`config.mk`:
```
export PLATFORM = sky130hd
export DESIGN_NAME = list_fifo
export DESIGN_NICKNAME = d
export VERILOG_FILES = /design/src/rtl/list_fifo.sv
export SDC_FILE = /design/constraint.sdc
export NUM_CORES = 1
export LEC_CHECK = 0
export ABC_AREA = 1
export CAP_MARGIN = 20
export CORE_ASPECT_RATIO = 1.25
export CORE_MARGIN = 1.5
export CORE_UTILIZATION = 50
export DETAILED_ROUTE_END_ITERATION = 12
export GPL_TIMING_DRIVEN = 0
export PLACE_DENSITY = 0.72
export REMOVE_ABC_BUFFERS = 1
export SYNTH_ARGS = -nofsm -noshare
export SYNTH_HDL_FRONTEND = slang
export SYNTH_SLANG_ARGS = --single-unit
```
`constraint.sdc`:
```
create_clock -name CLK -period 3.31 [get_ports CLK]
set_clock_uncertainty 0.1 [all_clocks]
set_input_delay 0.331 -clock CLK [delete_from_list [all_inputs] [get_ports CLK]]
set_output_delay 0.331 -clock CLK [all_outputs]
set_load 0.03 [all_outputs]
```
`src/rtl/list_fifo.sv`:
```
// Elastic ring-buffer FIFO with a registered output stage.
// Holds up to 2**AW ring words plus one output word, with flush.
module list_fifo #(
  parameter int DW = 32,
  parameter int AW = 2
) (
  input  logic          CLK,
  input  logic          RESET,
  input  logic          i_valid,
  input  logic [DW-1:0] i_data,
  output logic          o_ready,
  output logic          o_valid,
  output logic [DW-1:0] o_data,
  input  logic          i_ready,
  input  logic          i_flush,
  output logic [AW+1:0] o_count
);

  localparam int DEPTH = 2 ** AW;

  logic [DW-1:0] r_mem [DEPTH];
  logic [AW-1:0] r_rd_ptr;
  logic [AW-1:0] r_wr_ptr;
  logic [AW:0]   r_rc;
  logic          r_valid;
  logic [DW-1:0] r_data;

  logic w_empty;
  logic w_acc;
  logic w_ld;
  logic w_rd;
  logic w_byp;
  logic w_wr;

  // rc never exceeds DEPTH, so its MSB alone marks a full ring
  assign o_ready = !r_rc[AW];
  assign w_empty = (r_rc == '0);
  assign w_acc   = i_valid && o_ready;
  assign w_ld    = !r_valid || i_ready;
  assign w_rd    = w_ld && !w_empty;
  assign w_byp   = w_ld && w_empty && w_acc;
  assign w_wr    = w_acc && !w_byp
                   && !RESET && !i_flush;

  assign o_valid = r_valid;
  assign o_data  = r_data;
  assign o_count = {1'b0, r_rc}
                   + {{(AW+1){1'b0}}, r_valid};

  always_ff @(posedge CLK) begin
    if (w_wr) r_mem[r_wr_ptr] <= i_data;
  end

  always_ff @(posedge CLK) begin
    if (RESET || i_flush) begin
      r_rd_ptr <= '0;
      r_wr_ptr <= '0;
      r_rc     <= '0;
      r_valid  <= 1'b0;
      r_data   <= '0;
    end else begin
      if (w_ld) begin
        if (w_rd) begin
          r_data   <= r_mem[r_rd_ptr];
          r_valid  <= 1'b1;
          r_rd_ptr <= r_rd_ptr + 1'b1;
        end else if (w_byp) begin
          r_data   <= i_data;
          r_valid  <= 1'b1;
        end else begin
          r_data   <= '0;
          r_valid  <= 1'b0;
        end
      end
      if (w_wr) r_wr_ptr <= r_wr_ptr + 1'b1;
      unique case ({w_wr, w_rd})
        2'b10:   r_rc <= r_rc + 1'b1;
        2'b01:   r_rc <= r_rc - 1'b1;
        default: r_rc <= r_rc;
      endcase
    end
  end

endmodule
```
## After elaboration in Yosys (flattened, before gate mapping)

Memories as Yosys holds them, arrays and structs flattened. A register that Yosys moved wholly into a read port is not among the register bits.
Index checks and enable logic that the tools add are counted.

| cells by class | value |
|---|---|
| add/subtract/negate cells | 5 |
| equal/unequal tests | 2 |
| multiplexer cells | 9 |
| reduce and logical (&&, ||, !) cells | 18 |

Operator list:

| cell | count |
|---|---|
| 2-to-1 mux 32 bit | 2 |
| logical AND 1 bit | 7 |
| zero test 1 bit | 6 |
| one-hot mux 3 bit (2 select lines) | 1 |
| adder 2 x 1 -> 2 bit, second input constant | 2 |
| adder 3 x 1 -> 4 bit | 1 |
| 2-to-1 mux 1 bit | 4 |
| 2-to-1 mux 2 bit | 2 |
| adder 3 x 1 -> 3 bit, second input constant | 1 |
| zero test 3 bit | 1 |
| subtractor 3 x 1 -> 3 bit, second input constant | 1 |
| == test 2 x 1 -> 1 bit, second input constant | 1 |
| == test 2 bit, second input constant | 1 |
| logical OR 1 bit | 2 |
| AND reduction 2 bit | 1 |
| nonzero test 2 bit | 1 |

| storage, ports and cells | value |
|---|---|
| register bits after elaboration | 40 |
| memory bits (writable) | 128 |
| input port bits | 37 |
| output and inout port bits | 38 |
| word-level logic and storage cells | 40 |
| memories kept | 1 |

Memory list:

| name | words | bits a word | read ports | clocked after memory_dff | write ports | line | text |
|---|---|---|---|---|---|---|---|
| r_mem | 4 | 32 | 1 | 1 | 1 | 21 | `logic [DW-1:0] r_mem [DEPTH];` |

## Depth between registers and ports, before layout

Gate-level depths: netlist (run 1).

| logic depth | value |
|---|---|
| word-level depth | 10 |
| gate-level depth with buffers | 13 |
| depth with buffers taken out | 12 |

## Worst setup path after synthesis (run 1)

No wires, ideal clock.

| path | value |
|---|---|
| kind | register -> register |
| start point | register r_valid, in the netlist o_valid |
| end point | memory r_mem[0][0] (enable) |
| library setup time | 0.421 ns |
| arrival | 2.438 ns |
| required time | 2.789 ns |
| setup slack | 0.351 ns |
| cell stages (with the launch flop) | 7 |
| buffers on the path | 0 |
| period minus slack after synthesis | 2.959 ns |
| cells stage by stage | dfxtp_1 > inv_1 > nor2_4 > nor2_8 > inv_2 > nand3_1 > nor2_1 |

| between the ends | value |
|---|---|
| longest elaborated chain between the ends | 10 |

RTL lines:

| element | line | text |
|---|---|---|
| from (decl) | 25 | `logic r_valid;` |
| from (signal assigned) | 59 | `r_valid <= 1'b0;` |
| from (signal assigned) | 65 | `r_valid <= 1'b1;` |
| from (signal assigned) | 69 | `r_valid <= 1'b1;` |
| zero test 1 bit | 39 | `assign w_ld = !r_valid \|\| i_ready;` |
| logical OR 1 bit | 39 |  |
| logical AND 1 bit (2 in a row) | 41 | `assign w_byp = w_ld && w_empty && w_acc;` |
| zero test 1 bit | 42 | `assign w_wr = w_acc && !w_byp` |
| logical AND 1 bit | 42 |  |
| logical AND 1 bit (2 in a row) | 43 | `&& !RESET && !i_flush;` |
| 2-to-1 mux 1 bit | 51 | `if (w_wr) r_mem[r_wr_ptr] <= i_data;` |
| 2-to-1 mux 1 bit (not written as such) | 51 |  |
| to (decl) | 21 |  |

No other way between the ends.

## Final worst setup path (run 1)

| path | value |
|---|---|
| start point | register r_rc[2] |
| end point | register r_rc[2] |

| between the ends | value |
|---|---|
| longest elaborated chain between the ends | 9 |
| elaborated cells on any way between the ends | 17 |
| those cells by class | 2 x add/sub; 2 x eq/ne; 1 x mux; 12 x reduce/logical |

RTL lines:

| element | line | text |
|---|---|---|
| from (decl) | 24 | `logic [AW:0] r_rc;` |
| from (signal assigned) | 77 | `2'b10: r_rc <= r_rc + 1'b1;` |
| from (signal assigned) | 78 | `2'b01: r_rc <= r_rc - 1'b1;` |
| from (signal assigned) | 79 | `default: r_rc <= r_rc;` |
| zero test 3 bit or zero test 1 bit (tied branches) | 37, 36 |  |
| logical AND 1 bit (on tied branches) | 41, 38 |  |
| logical AND 1 bit | 41 |  |
| zero test 1 bit | 42 |  |
| logical AND 1 bit | 42 |  |
| logical AND 1 bit (2 in a row) | 43 |  |
| == test 2 x 1 -> 1 bit or == test 2 bit (tied branches) | 76 | `unique case ({w_wr, w_rd})` |
| one-hot mux 3 bit (2 select lines) or nonzero test 2 bit (tied branches) | - |  |

Parallel ways exist; a longest one is shown, timed or not.
A chain may end at the register's enable or synchronous reset.

==> flow_summary.toml, run 1 <==
[critical_path]
slowest_stage = "dfxtp_1"
r2r_cells = 12
path_class = "reg -> reg"
cp.required_ps = 3560
worstReg2RegEnd = "r_rc[2]"
rrSetupSlack_ps = 310
r2r-start = "r_rc[2]"
start_kind = "register"
cpMostUsedCell = "inv_2"
cp.arrival_ps = 3250
path_buf_inv = 3
crit_fanout = 35
endpoint_kind = "register"
critPathMaxStageDelay_ps = 370
path_delay_family = "simple AND/OR/NAND/NOR gates"
path_cells = "inv_2, nand2_4, nor2_8, inv_2, nand3_1, ha_1, inv_1, fa_1, or2_2, nand2_1, o21ai_0, a21oi_1"

[yosys]
synth.area.mux_share_pct = 0
synth_cells = 695
synth.avg_cell_area_um2 = 10.2
synth_seq_area_share_pct = 65.9
synth_top_family_by_area = "simple AND/OR/NAND/NOR gates"
synthAdderAreaFrac_pct = 1.51
ys.warnings.count = 0
ys_ff_latch = 170
netlist-cell-type-count = 23
synth-xor-area-share_pct = 0.246
synth_compound_area_share_pct = 2.96
synth_simple_gate_area_share_pct = 21.9
synth_area_um2 = 7110

[global_routing]
grt_pass1_vias = 5073
grt_max_degree = 65
grt_remaining_overflow = 0
antenna_found_initial = 0
grt_usage_pct = 23.1
grt_pass1_wl_mm = 25.4

[route]
dr.pass1.iters = 6
ant_nets = 0
drc_errors = 0
routed_wl_mm = 16.2
vias = 5231
viasPerCell = 5.52
wire_per_inst_um = 17.1
first_iter_violations = 405

[final_layout]
antennaDiodeCount = 0
nets = 805
fillers = 1087
area_growth_pct = 23.7
layout-drive-gt1-share_pct = 7.63
fin_cells = 948

[timing]
worst_pin_slew_ps = 904
hold_viol = 0
fmax_mhz = 333
fin_crit_ps = 3000
rsz0062_at_grt = "false"
max_slew_margin_pct = 39.6
final-setup-viol-count = 0
finalMaxSlewViolations = 0
fin_crit_sh_pct = 90.6
finalSetupTns_ps = 0

[cts]
path_clk_slew_ps = 60
cts_tree = "built"
max-clock-path-buffers = 2
cts.sinks = 170
clockRootBuffer = "clkbuf_16"
hold_buffers = 0
cts_resized = 0
clk_latency_ps = 420
cts_buffers = 17
htree_levels = 4

[floorplanning]
core-area_um2 = 13900
rows = 48
die_y_um = 136
initial_core_util_pct = 51.3
die_area_um2 = 15000
ios = 75
die_x_um = 110

[placed_design]
place_hpwl_mm = 8.93
post-place-cells = 912
portBuffers = 74
gp_congestion = 0.682

[power]
p_per_area_nw_per_um2 = 547
ir_drop_uv = 333
leakagePower_nw = 3.65

[flow_run]
cap_violations = 0

[outcome]
status = "finished clean"

[worst_hold_path]
hold_depth = 1
holdCritStartpoint = "r_rd_ptr[0]"
hold_path.class = "reg -> reg"
-- what timing repair did --
action                                  CTS  global route
pin swaps                                 1             1
setup buffers                             0             2
cloned                                    1             0
endpoints found under the setup margin    1             1
-- Yosys cell counts --
cell | instances | area share, %
nor2_4 | 1 | 0.16
o21ai_0 | 24 | 1.7
dfxtp_1 | 42 | 12
clkbuf_1 | 5 | 0.26
inv_1 | 78 | 4.1
a21oi_1 | 7 | 0.49
ha_1 | 7 | 1.2
clkbuf_2 | 1 | 0.070
xor2_1 | 2 | 0.25
nand2_1 | 170 | 9.0
nor2_8 | 1 | 0.28
buf_6 | 3 | 0.47
nand2_4 | 1 | 0.16
nor2_2 | 2 | 0.18
buf_2 | 25 | 1.8
or2_2 | 1 | 0.088
fa_1 | 1 | 0.28
edfxtp_1 | 128 | 54
nand3_1 | 161 | 11
nor2_1 | 14 | 0.74
o21ai_1 | 11 | 0.77
buf_4 | 6 | 0.63
inv_2 | 4 | 0.21
-- layer usage --
layer / up-vias / track usage (%) / wire [um]
met3: 28 / 4.89 / 1240
met2: 232 / 38.2 / 8260
met1: 2517 / 29.4 / 6420
met4: 0 / 9.45 / 297
li1: 2454 / - / -
met5: - / 0 / 0
-- cell type report --
cell class	count	area (um2)	share of cell area (%)
clock buffer	19	433	4.92
clock inverter	13	248	2.82
inverter	82	308	3.50
multi-input combinational	404	1950	22.1
sequential	170	4690	53.3
tap	175	219	2.49
timing repair buffer	85	958	10.9
-- layout by cell type (no fill, tap or decap), types with 8 or more instances in the layout --
cell / synthesis / final
nand2_1: 170 / 170
nand3_1: 161 / 161
edfxtp_1: 128 / 128
inv_1: 78 / 78
clkdlybuf4s50_1: 0 / 74
dfxtp_1: 42 / 40
o21ai_0: 24 / 24
clkbuf_16: 0 / 17
o21ai_1: 11 / 11
nor2_1: 14 / 9
nor2_4: 1 / 8
-- power by group --
group          leakage [nW]  switching [mW]  internal (mW)  total [mW]
registers              1.49         0.00820           2.31        2.31
logic                  1.83           0.137          0.100       0.237
clock network         0.335           0.777           1.49        2.26
-- worst max-delay path by stage --
stage | cells after the start | slack (ps) | start | to
floorplan | 3 | -230 | RESET | r_mem[0][0]
global placement | 4 | -3080 | RESET | r_mem[3][1]
detailed placement | 5 | -100 | RESET | r_mem[1][28]
CTS | 12 | 110 | r_rc[2] | r_rc[2]
global route | 12 | 120 | r_rc[0] | r_rc[2]
finish | 12 | 310 | r_rc[2] | r_rc[2]
-- cell families after synthesis --
kind of cell | after synthesis
compound gates | 42
xor+xnor | 2
fa+ha+maj | 8
flops | 170
buf+inv | 122
simple gates | 351
-- sequential cells by signal, summed over array words and instances, names as in the netlist, named ones only --
name,flops
o_data,32
o_valid,1
r_mem,128
r_rc,3
r_rd_ptr,2
r_wr_ptr,2
-- per-stage QoR --
step           hold WS (ps)  setup WS [ps]  utilization [%]  instance area [um2]  power [mW]
2_1_floorplan           330           -227                -                 6890        2.47
3_3_place_gp            365          -3080             56.5                 7850        2.58
3_5_place_dp            386          -95.2             58.2                 8070        2.59
4_1_cts                 402            110             63.2                 8760        4.84
5_1_grt                 423            119             63.4                 8800        4.94
6_report                405            311             63.4                 8800        4.81
(Power assumes the default switching activity.)
==> inputs of run 2 (changes only) <==
--- a/config.mk
+++ b/config.mk
@@ -12,6 +12,7 @@
 export CORE_UTILIZATION = 50
 export DETAILED_ROUTE_END_ITERATION = 12
 export GPL_TIMING_DRIVEN = 0
+export HOLD_SLACK_MARGIN = 0.15
 export PLACE_DENSITY = 0.72
 export REMOVE_ABC_BUFFERS = 1
 export SYNTH_ARGS = -nofsm -noshare
==> results of run 2 <==
Final layout, timing and power as in run 1 (identical DEF).
